`config.mk`:
```
export PLATFORM = sky130hd
export DESIGN_NAME = logo_bounce_engine
export DESIGN_NICKNAME = d
export VERILOG_FILES = /design/src/rtl/logo_bounce_pkg.sv /design/src/rtl/bounce_axis.sv /design/src/rtl/logo_bounce_engine.sv
export SDC_FILE = /design/constraint.sdc
export NUM_CORES = 1
export LEC_CHECK = 0
export BUFFER_PORTS_ARGS = -buffer_cell sky130_fd_sc_hd__buf_4
export CORE_UTILIZATION = 50
export CTS_CLUSTER_DIAMETER = 40
export DETAILED_ROUTE_END_ITERATION = 10
export PLACE_DENSITY = 0.79
export SLEW_MARGIN = 0
export SYNTH_ARGS = -nofsm -noshare
export SYNTH_HDL_FRONTEND = slang
export SYNTH_SLANG_ARGS = --single-unit
```
`constraint.sdc`:
```
create_clock -name clk -period 7 [get_ports clk]
set_input_delay 0.7 -clock clk [delete_from_list [all_inputs] [get_ports clk]]
set_output_delay 0.7 -clock clk [all_outputs]
set_load 0.02 [all_outputs]
```
`src/rtl/logo_bounce_pkg.sv`:
```
`default_nettype none
// ============================================================================
// Module      : logo_bounce_pkg
// Description : Shared types, direction encoding and per-sprite reset values
//               for the multi-sprite logo bounce engine.
// Revision    : 1.0 - initial release
// ============================================================================
package logo_bounce_pkg;

    typedef enum logic [0:0] {
        ST_IDLE   = 1'b0,
        ST_UPDATE = 1'b1
    } state_t;

    localparam logic DIR_INC = 1'b1;
    localparam logic DIR_DEC = 1'b0;

    typedef struct packed {
        logic [31:0] x;
        logic [31:0] y;
        logic [1:0]  dir;    // {dir_y, dir_x}
        logic [31:0] color;
    } sprite_init_t;

    // Sprites start staggered diagonally; odd sprites head left so they diverge.
    function automatic sprite_init_t sprite_init(input int idx, input int spr_w,
                                                 input int spr_h, input int color_w);
        sprite_init_t s;
        s.x     = 32'(idx * spr_w);
        s.y     = 32'(idx * spr_h / 2);
        s.dir   = {DIR_INC, ~idx[0]};
        s.color = 32'(idx % (1 << color_w));
        return s;
    endfunction

endpackage
`default_nettype wire

```
`src/rtl/bounce_axis.sv`:
```
`default_nettype none
// ============================================================================
// Module      : bounce_axis
// Description : Combinational single-axis position step with edge reflection.
// Revision    : 1.0 - initial release
// ============================================================================
module bounce_axis
    import logo_bounce_pkg::*;
#(
    parameter int COORD_W = 10,
    parameter int SPEED_W = 3
) (
    input  logic [COORD_W-1:0] i_p,
    input  logic               i_dir,
    input  logic [SPEED_W-1:0] i_speed,
    input  logic [COORD_W-1:0] i_max,
    output logic [COORD_W-1:0] o_p_next,
    output logic               o_dir_next,
    output logic               o_hit
);

    logic [COORD_W:0] w_p_ext;
    logic [COORD_W:0] w_spd_ext;
    logic [COORD_W:0] w_max_ext;
    logic [COORD_W:0] w_sum;
    logic [COORD_W:0] w_diff;

    // One extra bit keeps p+speed from wrapping near the top of the range.
    assign w_p_ext   = {1'b0, i_p};
    assign w_spd_ext = (COORD_W+1)'(i_speed);
    assign w_max_ext = {1'b0, i_max};
    assign w_sum     = w_p_ext + w_spd_ext;
    assign w_diff    = w_p_ext - w_spd_ext;

    always_comb begin
        o_p_next   = i_p;
        o_dir_next = i_dir;
        o_hit      = 1'b0;
        // Zero speed freezes the sprite, even when parked on an edge.
        if (i_speed != '0) begin
            if (i_dir == DIR_INC) begin
                if (w_sum >= w_max_ext) begin
                    o_p_next   = i_max;
                    o_dir_next = DIR_DEC;
                    o_hit      = 1'b1;
                end else begin
                    o_p_next = w_sum[COORD_W-1:0];
                end
            end else begin
                if (w_p_ext <= w_spd_ext) begin
                    o_p_next   = '0;
                    o_dir_next = DIR_INC;
                    o_hit      = 1'b1;
                end else begin
                    o_p_next = w_diff[COORD_W-1:0];
                end
            end
        end
    end

endmodule
`default_nettype wire

```
`src/rtl/logo_bounce_engine.sv`:
```
`default_nettype none
// ============================================================================
// Module      : logo_bounce_engine
// Description : Multi-sprite bounce engine; one sprite per cycle per frame.
// Revision    : 1.0 - initial release
// ============================================================================
module logo_bounce_engine
    import logo_bounce_pkg::*;
#(
    parameter int N_SPRITES = 4,
    parameter int H_ACTIVE  = 640,
    parameter int V_ACTIVE  = 480,
    parameter int SPR_W     = 64,
    parameter int SPR_H     = 64,
    parameter int COORD_W   = 10,
    parameter int SPEED_W   = 3,
    parameter int COLOR_W   = 3,
    localparam int IDX_W    = (N_SPRITES > 1) ? $clog2(N_SPRITES) : 1
) (
    input  logic                           clk,
    input  logic                           rst,
    input  logic                           enable,
    input  logic                           frame_tick,
    input  logic [SPEED_W-1:0]             speed,
    input  logic                           load_valid,
    output logic                           load_ready,
    input  logic [IDX_W-1:0]               load_idx,
    input  logic [COORD_W-1:0]             load_x,
    input  logic [COORD_W-1:0]             load_y,
    input  logic [1:0]                     load_dir,
    output logic [N_SPRITES*COORD_W-1:0]   pos_x,
    output logic [N_SPRITES*COORD_W-1:0]   pos_y,
    output logic [N_SPRITES*COLOR_W-1:0]   color_idx,
    output logic [N_SPRITES-1:0]           bounce,
    output logic                           busy,
    output logic                           frame_done,
    output logic                           overrun
);

    localparam int X_MAX = H_ACTIVE - SPR_W;
    localparam int Y_MAX = V_ACTIVE - SPR_H;

    localparam logic [COORD_W-1:0] c_x_max     = COORD_W'(X_MAX);
    localparam logic [COORD_W-1:0] c_y_max     = COORD_W'(Y_MAX);
    localparam logic [IDX_W-1:0]   c_last_idx  = IDX_W'(N_SPRITES - 1);
    localparam logic [IDX_W:0]     c_n_sprites = (IDX_W+1)'(N_SPRITES);

    if (N_SPRITES < 1 || N_SPRITES > 8) begin : g_err_count
        $error("logo_bounce_engine: N_SPRITES must be in 1..8");
    end
    if (N_SPRITES*SPR_W > X_MAX || N_SPRITES*SPR_H/2 > Y_MAX) begin : g_err_fit
        $error("logo_bounce_engine: reset layout does not fit the active area");
    end
    if ((1 << COORD_W) < H_ACTIVE || (1 << COORD_W) < V_ACTIVE) begin : g_err_coord
        $error("logo_bounce_engine: COORD_W too narrow for the active area");
    end

    state_t               r_state;
    state_t               w_state_next;
    logic [IDX_W-1:0]     r_idx;
    logic [SPEED_W-1:0]   r_speed;
    logic [COORD_W-1:0]   r_pos_x [N_SPRITES];
    logic [COORD_W-1:0]   r_pos_y [N_SPRITES];
    logic [1:0]           r_dir   [N_SPRITES];
    logic [COLOR_W-1:0]   r_color [N_SPRITES];
    logic [N_SPRITES-1:0] r_bounce;
    logic                 r_frame_done;
    logic                 r_overrun;

    logic [COORD_W-1:0]   w_rst_x     [N_SPRITES];
    logic [COORD_W-1:0]   w_rst_y     [N_SPRITES];
    logic [1:0]           w_rst_dir   [N_SPRITES];
    logic [COLOR_W-1:0]   w_rst_color [N_SPRITES];

    logic                 w_start;
    logic                 w_commit;
    logic                 w_last;
    logic                 w_load;
    logic [COORD_W-1:0]   w_load_x;
    logic [COORD_W-1:0]   w_load_y;
    logic [COORD_W-1:0]   w_nx;
    logic [COORD_W-1:0]   w_ny;
    logic                 w_ndx;
    logic                 w_ndy;
    logic                 w_hit_x;
    logic                 w_hit_y;
    logic                 w_hit;

    for (genvar gi = 0; gi < N_SPRITES; gi++) begin : g_sprite
        localparam sprite_init_t c_init = sprite_init(gi, SPR_W, SPR_H, COLOR_W);
        assign w_rst_x[gi]     = c_init.x[COORD_W-1:0];
        assign w_rst_y[gi]     = c_init.y[COORD_W-1:0];
        assign w_rst_dir[gi]   = c_init.dir;
        assign w_rst_color[gi] = c_init.color[COLOR_W-1:0];

        assign pos_x[gi*COORD_W +: COORD_W]     = r_pos_x[gi];
        assign pos_y[gi*COORD_W +: COORD_W]     = r_pos_y[gi];
        assign color_idx[gi*COLOR_W +: COLOR_W] = r_color[gi];
    end

    assign bounce     = r_bounce;
    assign frame_done = r_frame_done;
    assign overrun    = r_overrun;

    always_ff @(posedge clk or posedge rst) begin
        if (rst) begin
            r_state <= ST_IDLE;
        end else begin
            r_state <= w_state_next;
        end
    end

    always_comb begin
        w_state_next = r_state;
        w_start      = 1'b0;
        w_commit     = 1'b0;
        load_ready   = 1'b0;
        busy         = 1'b0;
        case (r_state)
            ST_IDLE: begin
                load_ready = 1'b1;
                if (enable && frame_tick) begin
                    w_start      = 1'b1;
                    w_state_next = ST_UPDATE;
                end
            end
            ST_UPDATE: begin
                busy     = 1'b1;
                w_commit = 1'b1;
                if (w_last) begin
                    w_state_next = ST_IDLE;
                end
            end
            default: w_state_next = ST_IDLE;
        endcase
    end

    assign w_last   = (r_idx == c_last_idx);
    assign w_load   = load_valid && load_ready && ({1'b0, load_idx} < c_n_sprites);
    assign w_load_x = (load_x > c_x_max) ? c_x_max : load_x;
    assign w_load_y = (load_y > c_y_max) ? c_y_max : load_y;

    bounce_axis #(
        .COORD_W (COORD_W),
        .SPEED_W (SPEED_W)
    ) u_axis_x (
        .i_p        (r_pos_x[r_idx]),
        .i_dir      (r_dir[r_idx][0]),
        .i_speed    (r_speed),
        .i_max      (c_x_max),
        .o_p_next   (w_nx),
        .o_dir_next (w_ndx),
        .o_hit      (w_hit_x)
    );

    bounce_axis #(
        .COORD_W (COORD_W),
        .SPEED_W (SPEED_W)
    ) u_axis_y (
        .i_p        (r_pos_y[r_idx]),
        .i_dir      (r_dir[r_idx][1]),
        .i_speed    (r_speed),
        .i_max      (c_y_max),
        .o_p_next   (w_ny),
        .o_dir_next (w_ndy),
        .o_hit      (w_hit_y)
    );

    // A corner hit still advances the colour by one.
    assign w_hit = w_hit_x | w_hit_y;

    always_ff @(posedge clk or posedge rst) begin
        if (rst) begin
            r_idx        <= '0;
            r_speed      <= '0;
            r_bounce     <= '0;
            r_frame_done <= 1'b0;
            r_overrun    <= 1'b0;
            for (int i = 0; i < N_SPRITES; i++) begin
                r_pos_x[i] <= w_rst_x[i];
                r_pos_y[i] <= w_rst_y[i];
                r_dir[i]   <= w_rst_dir[i];
                r_color[i] <= w_rst_color[i];
            end
        end else begin
            r_bounce     <= '0;
            r_frame_done <= w_commit && w_last;
            if (frame_tick && busy) begin
                r_overrun <= 1'b1;
            end
            if (w_start) begin
                r_speed <= speed;
                r_idx   <= '0;
            end else if (w_commit) begin
                r_idx <= w_last ? '0 : r_idx + IDX_W'(1);
            end
            // Load only happens in IDLE, commit only in UPDATE: never both.
            if (w_load) begin
                r_pos_x[load_idx] <= w_load_x;
                r_pos_y[load_idx] <= w_load_y;
                r_dir[load_idx]   <= load_dir;
            end
            if (w_commit) begin
                r_pos_x[r_idx]  <= w_nx;
                r_pos_y[r_idx]  <= w_ny;
                r_dir[r_idx]    <= {w_ndy, w_ndx};
                r_color[r_idx]  <= r_color[r_idx] + COLOR_W'(w_hit);
                r_bounce[r_idx] <= w_hit;
            end
        end
    end

endmodule
`default_nettype wire

```
# Word level (Yosys, flattened, before mapping)
# Index checks and enable logic that the tools add are counted.
[totals]
elab_cells = 126
regBits = 112
inputBits = 32
out_inout_bits = 100
[op_classes]
n_mux = 71
eq_ne = 1
n_reduce_logical = 9
bitwise = 5
add_sub_neg = 6
order_cmp = 12
[op_table]
columns = ["cell", "count"]
rows = [
  ["40-bit bitwise mux", 4],
  ["10-bit 2-to-1 mux", 16],
  ["40-bit 2-to-1 mux", 4],
  ["10-bit binary-select mux with 2-bit select", 2],
  ["10-bit demux with 2-bit select", 2],
  ["10-bit by 3-bit adder with 11-bit output", 2],
  ["10-bit by 3-bit less-or-equal comparator with 1-bit output", 2],
  ["1-bit 2-to-1 mux", 20],
  ["10-bit by 3-bit subtractor with 10-bit output", 2],
  ["8-bit bitwise mux", 2],
  ["8-bit 2-to-1 mux", 2],
  ["2-bit 2-to-1 mux", 7],
  ["12-bit bitwise mux", 1],
  ["11-bit by 10-bit >= comparator with 1-bit output, second input constant", 1],
  ["11-bit by 9-bit >= comparator with 1-bit output, second input constant", 1],
  ["10-bit > comparator, second input constant", 1],
  ["10-bit by 9-bit > comparator with 1-bit output, second input constant", 1],
  ["3-bit 2-to-1 mux", 3],
  ["2-bit demux with 2-bit select", 2],
  ["1-bit logical AND", 7],
  ["3-bit binary-select mux with 2-bit select", 1],
  ["3-bit demux with 2-bit select", 1],
  ["3-bit >= comparator, second input constant", 2],
  ["3-bit by 1-bit < comparator with 1-bit output, second input constant", 2],
  ["15 further kinds", 16],
]

# Logic depth before layout (Yosys ltp)
# Gate-level depths: netlist of the first run.
[logic_depth]
ltp_word = 12
depth_mapped = 19
mapped_depth_nobuf = 16

# Cells and area by module
# From an unflattened synthesis of the first run, not the netlist that was laid out.
[hier_totals]
cells_unflattened = 907
area_unflattened_um2 = 8066.5
[by_module_without_submodules]
columns = ["mod", "area_each_um2", "cells_each", "instances", "seq_area_each_um2"]
rows = [
  ["logo_bounce_engine", 5713.0, 567, 1, 2825.2],
  ["bounce_axis at u_axis_y", 1208.7, 174, 1, 0.0],
  ["bounce_axis at u_axis_x", 1144.8, 166, 1, 0.0],
]

# Least setup slack after synthesis of the first run
# OpenSTA, ideal clock, no wires.
[synth_timing]
kind = "register -> register"
from = "register r_idx[0]"
to = "register r_color, in the netlist color_idx[5]"
required_ns = 6.865
slack_ns = 2.428
t_arrival_ns = 4.437
setup_time_ns = 0.135
synth_period_minus_slack_ns = 4.572
stages_incl_launch_ff = 19
n_path_buf = 4
cell_sequence = "dfrtp_1 -> buf_6 -> buf_6 -> buf_1 -> mux4_2 -> ha_1 -> fa_1 -> nor2b_1 -> o2111ai_1 -> and3_1 -> mux2i_1 -> buf_2 -> o31ai_1 -> a21o_1 -> inv_1 -> ha_1 -> ha_1 -> xnor2_1 -> o21ai_0"
[synth_via]
elab_chain_len = 12
word_cells_on_any_way = 35
classes_between = "add/sub (3); order compare (6); mux (23); bitwise (2); reduce/logical (1)"
[synth_rtl]
columns = ["item", "line", "source"]
rows = [
  ["start: declaration", "logo_bounce_engine.sv:60", "logic [IDX_W-1:0] r_idx;"],
  ["start signal: assignment", "logo_bounce_engine.sv:195", "r_idx <= w_last ? '0 : r_idx + IDX_W'(1);"],
  ["2-bit NOT with 3-bit output (implied by the code) (*)", "n/a", ""],
  ["10-bit binary-select mux with 2-bit select (on tied branches)", "logo_bounce_engine.sv:147, logo_bounce_engine.sv:160", ""],
  ["10-bit 2-to-1 mux (on tied branches) (2 in a row)", "logo_bounce_engine.sv:147, logo_bounce_engine.sv:160", ""],
  ["10-bit by 3-bit adder with 11-bit output", "bounce_axis.sv:32", "assign w_sum = w_p_ext + w_spd_ext;"],
  ["11-bit by 10-bit >= comparator with 1-bit output or 11-bit by 9-bit >= comparator with 1-bit output (tied branches)", "bounce_axis.sv:42", "if (w_sum >= w_max_ext) begin"],
  ["1-bit 2-to-1 mux", "bounce_axis.sv:42", ""],
  ["1-bit 2-to-1 mux", "bounce_axis.sv:41", "if (i_dir == DIR_INC) begin"],
  ["1-bit 2-to-1 mux", "bounce_axis.sv:40", "if (i_speed != '0) begin"],
  ["1-bit OR", "logo_bounce_engine.sv:170", "assign w_hit = w_hit_x | w_hit_y;"],
  ["3-bit by 1-bit adder with 3-bit output", "logo_bounce_engine.sv:207", "r_color[r_idx] <= r_color[r_idx] + COLOR_W'(w_hit);"],
  ["12-bit bitwise mux (*)", "logo_bounce_engine.sv:207", ""],
  ["end signal: indexed assignment", "logo_bounce_engine.sv:183", "r_color[i] <= w_rst_color[i];"],
  ["end signal: indexed assignment", "logo_bounce_engine.sv:207", ""],
  ["end: declaration", "logo_bounce_engine.sv:65", "logic [COLOR_W-1:0] r_color [N_SPRITES];"],
]
# Mark *: on every way between the ends. The rest lies on a longest branch, timed or not. The select of a mux whose other input is x is not followed.
# A chain may end at the register's enable or synchronous reset.

# Worst setup path in the final report of the first run
# Same ends and word-level chain as after synthesis.

==> flow_summary.json, run 1 <==
{
  "overflow": 0,
  "antenna_cells": 0,
  "worstSetupPathType": "flip-flop to flip-flop",
  "avgSynthCellArea_um2": 8.95,
  "globalRouteMet3Util": 0.0627,
  "cts_root_buf": "clkbuf_16",
  "num-fill-cells": 1139,
  "rsz0062_at_grt": "false",
  "async_flop_share": 1.00,
  "startpoint_type": "flip-flop",
  "nets": 961,
  "grt_first_pass_wirelength_mm": 35.2,
  "wl_mm": 22.5,
  "hold_viol": 0,
  "max_freq_ghz": 0.190,
  "num_io_pins": 132,
  "use_met1": 0.426,
  "crit_required_ns": 7.22,
  "hold_class": "input port to asynchronous set/reset pin",
  "place.gp.congestion": 0.913,
  "yosys.area.top_type": "dfrtp_1",
  "cp.arrival_ns": 5.47,
  "synth_flop_cell": "dfrtp_1",
  "design.core.area_um2": 14000,
  "numPortBuffers": 131,
  "ys_top_cells_by_area": "dfrtp_1, mux4_2, dfstp_2",
  "drc": 0,
  "clk_pin_slew_worst_paths_ns": 0.09,
  "viasPerCell": 6.45,
  "slew-limit-headroom": 0.205,
  "hold_buffers": 0,
  "ant_nets": 0,
  "cts_resized": 0,
  "firstDrtPassIters": 5,
  "synth_top_area_share": 0.322,
  "setup-violations-final": 0,
  "syn_to_final_growth_pct": 18.1,
  "grt-busiest-layer": "met2",
  "wl_per_cell_um": 20.6,
  "fin_skew_ns": 0.0126,
  "grt_pass1_vias": 6620,
  "synth-edff-count": 0,
  "start_util": 0.520,
  "synth_cell_types": 74,
  "cts_sinks": 112,
  "drv_cap": 0,
  "layout_setup_ws_ns": 1.75,
  "grt_max_degree": 71,
  "cts.htree.levels": 3,
  "synth.most_common_cell": "nand2_1",
  "initialDrtViolationCount": 813,
  "outcome": "complete, no violations",
  "synth-seq-cells": 112,
  "synth-seq-area-share": 0.387,
  "placementRows": 43,
  "synth_nets": 871,
  "cts_tree": "done",
  "vias": 7035,
  "synth_area_um2": 7310,
  "die_h_um": 123,
  "place_ws_ns": 1.84,
  "slew_viol_final": 0,
  "antenna_found_initial": 0,
  "finalCriticalPeriod_ns": 5.25,
  "endpoint_kind": "flip-flop",
  "crit_fanout": 21,
  "clockBufferDepth": 2,
  "tightestPinTransition_ns": 1.19,
  "synth_commonest_cells": "nand2_1, nor2_1, dfrtp_1",
  "fin_tns_setup_ns": 0,
  "netlist_instances": 816,
  "drive_gt1_frac": 0.260,
  "gr-usage-all-layers": 0.309,
  "numCtsBuffers": 9,
  "postCtsSetupBuffers": 0,
  "dieWidth_um": 123,
  "gr-usage-met2": 0.469,
  "clock_latency_ns": 0.37,
  "fin_crit_sh": 0.750,
  "place_hpwl_mm": 15.8,
  "die-area_um2": 15100,
  "synth_warnings": 0
}
[final timing paths]
path / from / depth (start not counted) / slack [ns] / end
max in group asynchronous: rst / 3 / 5.34 / pos_y[29]$_DFF_PP0_
min: rst / 2 / 0.37 / frame_done$_DFF_PP0_
min reg2reg: overrun$_DFFE_PP0P_ / 1 / 0.47 / overrun$_DFFE_PP0P_
max reg2reg: r_idx[0]$_DFFE_PP0P_ / 16 / 1.75 / color_idx[5]$_DFFE_PP0P_
max: r_idx[0]$_DFFE_PP0P_ / 16 / 1.75 / color_idx[5]$_DFFE_PP0P_
min in group clk: overrun$_DFFE_PP0P_ / 1 / 0.47 / overrun$_DFFE_PP0P_
[registers in the layout (all words and copies together) (netlist names)]
name / count
frame_done: 1
color_idx: 12
r_state: 1
r_idx: 2
r_dir: 8
overrun: 1
pos_y: 40
bounce: 4
r_speed: 3
pos_x: 40
[area by class of cell]
type / count / area, um2 / area share
clock inverters: 7 / 78.8 / 0.00913
inverters: 19 / 73.8 / 0.00855
multi-input cells: 624 / 4150 / 0.481
well taps: 180 / 225 / 0.0261
clock buffers: 9 / 225 / 0.0261
repair buffers: 140 / 1050 / 0.122
flip-flops and latches: 112 / 2830 / 0.328
[kinds of logic (layout without fill, tap and decap cells)]
logic type               count (synthesis)  after routing  synth area share
flip-flops                             112            112             0.387
AND/OR/NAND/NOR                        296            296             0.185
XOR/XNOR                                 5              5           0.00599
multiplexers                            39             39            0.0978
adder cells (fa/ha/maj)                 23             23            0.0435
buffers and inverters                   80            175            0.0473
AO/OA/AOI/OAI                          261            261             0.234
[through the flow]
stage	instance area [um2]	utilization	hold slack (ns)	cells
6_report	8630	0.615	0.369	1091
4_1_cts	8630	0.615	0.388	1091
3_5_place_dp	8330	0.593	0.450	1075
5_1_grt	8630	0.615	0.406	1091
3_3_place_gp	8330	0.593	0.446	1075
2_1_floorplan	7310	-	0.496	816
[layer usage]
layer  part of all wire  routed length, um  vias up
met5                  0                  0        -
met4              0.037                835        0
met3               0.11               2370       67
met2               0.46              10400      475
met1               0.40               8910     3352
li1                   -                  -     3141
[placed cells by master (no fill, tap or decap), types with 13 or more instances in the layout]
| cell type | instances |
|---|---|
| buf_4 | 140 |
| dfstp_2 | 18 |
| nor2_1 | 98 |
| ha_1 | 19 |
| dfrtp_1 | 93 |
| a21oi_1 | 72 |
| o21ai_0 | 42 |
| a211oi_1 | 53 |
| nand2_1 | 117 |
| mux4_2 | 25 |
| o21ai_1 | 13 |
| inv_1 | 18 |
[critical path, stage by stage, from the launching register on]
cell and delay [ns]:
dfrtp_2 0.57, buf_4 0.44, mux4_2 0.62, ha_1 0.24, fa_1 0.43, nor2b_1 0.21
o21a_1 0.18, o21a_1 0.17, a22o_1 0.22, a21oi_1 0.73, o31ai_1 0.25, a21o_1 0.30
inv_1 0.09, ha_1 0.15, ha_1 0.16, xnor2_1 0.19, o21ai_0 0.14
Power of run 1 is left out: the tool's default activity adds up to more than one toggle a clock period on the data nets, which glitch-free logic cannot reach.
==> run 2: changes to the inputs <==
--- a/config.mk
+++ b/config.mk
@@ -5,11 +5,12 @@
 export SDC_FILE = /design/constraint.sdc
 export NUM_CORES = 1
 export LEC_CHECK = 0
+export ABC_AREA = 1
 export BUFFER_PORTS_ARGS = -buffer_cell sky130_fd_sc_hd__buf_4
 export CORE_UTILIZATION = 50
 export CTS_CLUSTER_DIAMETER = 40
 export DETAILED_ROUTE_END_ITERATION = 10
-export PLACE_DENSITY = 0.79
+export PLACE_DENSITY = 0.81
 export SLEW_MARGIN = 0
 export SYNTH_ARGS = -nofsm -noshare
 export SYNTH_HDL_FRONTEND = slang
==> constraint.sdc (replaced) <==
create_clock -name clk -period 4.7 [get_ports clk]
set_input_delay 0.47 -clock clk [delete_from_list [all_inputs] [get_ports clk]]
set_output_delay 0.47 -clock clk [all_outputs]
set_load 0.02 [all_outputs]
==> flow_summary.json, run 2 <==
{
  "clk_pin_slew_worst_paths_ns": 0.07,
  "rr_worst_depth": 19,
  "slew_viol_final": 0,
  "ant_nets": 0,
  "fin_skew_ns": 0.00863,
  "max_freq_ghz": 0.241,
  "synth.most_common_cell": "nand2_1",
  "synth_cell_types": 46,
  "rsz0062_at_grt": "false",
  "yosys.area.top_type": "dfrtp_1",
  "endpoint_kind": "flip-flop",
  "overflow": 0,
  "drc": 0,
  "async_flop_share": 1.00,
  "synth_nets": 1156,
  "cts_sinks": 112,
  "hold_viol": 0,
  "crit_required_ns": 4.91,
  "path_buf_inv": 1,
  "path_cells": "inv_2, o21ai_0, o22ai_1, fa_1, nand2_1, nand2_1, nand3_1, nor2_1, nand2_1, nand2_1, nand3_2, nand2_4, nand3_2, nand3_1, nand2_1, ha_1, ha_1, xnor2_1, o21ai_0",
  "num-fill-cells": 1431,
  "worstReg2RegStart": "r_idx[1]$_DFFE_PP0P_",
  "vias": 8159,
  "wl_mm": 25.5,
  "crit_fanout": 26,
  "grt_pass1_vias": 7677,
  "slowest_delay_ns": 0.51,
  "netlist_instances": 1101,
  "startpoint_type": "flip-flop",
  "placementRows": 45,
  "tightestPinTransition_ns": 1.00,
  "final_common_cell": "nand2_1",
  "rr_endpoint": "color_idx[11]$_DFFE_PP0P_",
  "synth_commonest_cells": "nand2_1, nand3_1, nor2_1",
  "grt_max_degree": 70,
  "gr-usage-all-layers": 0.322,
  "rrSetupSlack_ns": 0.55,
  "drive_gt1_frac": 0.213,
  "final_cell_mix": "nand2_1, buf_4, nand3_1",
  "regArea_um2": 2830,
  "cts_root_buf": "clkbuf_16",
  "antenna_cells": 0,
  "viasPerCell": 5.74,
  "drv_cap": 0,
  "avgSynthCellArea_um2": 7.11,
  "synth-seq-cells": 112,
  "setup-violations-final": 0,
  "fin_tns_setup_ns": 0,
  "ys_top_cells_by_area": "dfrtp_1, nand2_1, nand3_1",
  "hold_buffers": 0,
  "slew-limit-headroom": 0.326,
  "clock_latency_ns": 0.37,
  "synth_area_um2": 7830,
  "numPortBuffers": 131,
  "worstSetupPathType": "flip-flop to flip-flop",
  "start_util": 0.513,
  "place.gp.congestion": 0.975,
  "cts_tree": "done",
  "clockBufferDepth": 2,
  "hold_class": "input port to asynchronous set/reset pin",
  "fin_crit_sh": 0.884,
  "die_h_um": 127,
  "dieWidth_um": 127,
  "cpMostUsedCell": "nand2_1",
  "design.core.area_um2": 15300,
  "postCtsSetupBuffers": 0,
  "synth-seq-area-share": 0.361,
  "wl_per_cell_um": 17.9,
  "cp.arrival_ns": 4.37,
  "firstDrtPassIters": 5,
  "outcome": "complete, no violations",
  "synth-edff-count": 0,
  "cts_resized": 0,
  "synth_warnings": 0,
  "multiInputGateArea_um2": 4360,
  "synth_top_area_share": 0.300,
  "antenna_found_initial": 0,
  "finalCriticalPeriod_ns": 4.15,
  "synth_flop_cell": "dfrtp_1",
  "grt_first_pass_wirelength_mm": 40.3,
  "syn_to_final_growth_pct": 18.1,
  "num_io_pins": 132,
  "critPathTopFamily": "simple AND/OR/NAND/NOR gates",
  "nets": 1260,
  "numCtsBuffers": 9,
  "slowest_stage": "o22ai_1",
  "die-area_um2": 16200,
  "cts.htree.levels": 3,
  "place_hpwl_mm": 18.0,
  "initialDrtViolationCount": 870
}
[run 2: changes by cell type in the layout (fill, tap and decap cells not counted), moves of 9 or more]
cell	delta
a211oi_1	-21
a21oi_1	+23
and3_1	-9
buf_4	+9
inv_1	+67
mux4_2	-25
nand2_1	+175
nand2_2	+21
nand2b_1	-10
nand3_1	+99
nand4_1	+12
o21ai_0	+9
xor2_1	+11
[run 2: kinds of logic (layout without fill, tap and decap cells)]
family	count (synthesis)	in the layout	synth area share
AO/OA/AOI/OAI	221	221	0.169
XOR/XNOR	19	19	0.0213
adder cells (fa/ha/maj)	23	23	0.0406
buffers and inverters	154	263	0.0826
flip-flops	112	112	0.361
multiplexers	1	1	0.00144
AND/OR/NAND/NOR	571	571	0.325
[run 2: how the worst max path moves through the flow]
stage	start	to	slack (ns)	depth (start not counted)
after floorplan	r_idx[0]$_DFFE_PP0P_	color_idx[8]$_DFFE_PP0P_	0.95	19
after global placement	r_idx[1]$_DFFE_PP0P_	color_idx[11]$_DFFE_PP0P_	0.77	16
after detailed placement	r_idx[1]$_DFFE_PP0P_	color_idx[11]$_DFFE_PP0P_	0.65	19
after CTS	r_idx[1]$_DFFE_PP0P_	color_idx[11]$_DFFE_PP0P_	0.58	19
after global routing	r_idx[1]$_DFFE_PP0P_	color_idx[2]$_DFFE_PP0P_	0.09	19
final	r_idx[1]$_DFFE_PP0P_	color_idx[11]$_DFFE_PP0P_	0.55	19
[run 2: cell type report]
| cell class | count | area share |
|---|---|---|
| clock buffers | 11 | 0.0262 |
| clock inverters | 5 | 0.00676 |
| inverters | 98 | 0.0400 |
| multi-input cells | 835 | 0.472 |
| flip-flops and latches | 112 | 0.306 |
| well taps | 211 | 0.0285 |
| repair buffers | 149 | 0.121 |
[run 2: worst register-to-register path: cells and delay by family, from the launching register on]
kind / cells / cell delay [ns]
AND/OR/NAND/NOR: 11 / 1.29
flip-flops: 1 / 0.39
adder cells (fa/ha/maj): 3 / 0.75
XOR/XNOR: 1 / 0.31
AO/OA/AOI/OAI: 3 / 0.82
buffers and inverters: 1 / 0.44
[run 2: through the flow]
step           hold WS [ns]   util  setup WS, ns  instances  area, um2
6_report              0.269  0.606         0.546       1421       9250
5_1_grt               0.338  0.606        0.0907       1421       9250
4_1_cts               0.318  0.606         0.578       1421       9250
3_5_place_dp          0.448  0.586         0.652       1405       8940
3_3_place_gp          0.443  0.586         0.771       1405       8940
2_1_floorplan         0.504      -         0.951       1101       7830
[run 2: per-layer routing]
| layer | wire length [um] | GRT usage |
|---|---|---|
| met1 | 10600 | 0.428 |
| met2 | 12000 | 0.525 |
| met3 | 1970 | 0.0410 |
| met4 | 894 | 0.146 |
| met5 | 0 | 0 |
Power of run 2 is left out for the same reason.
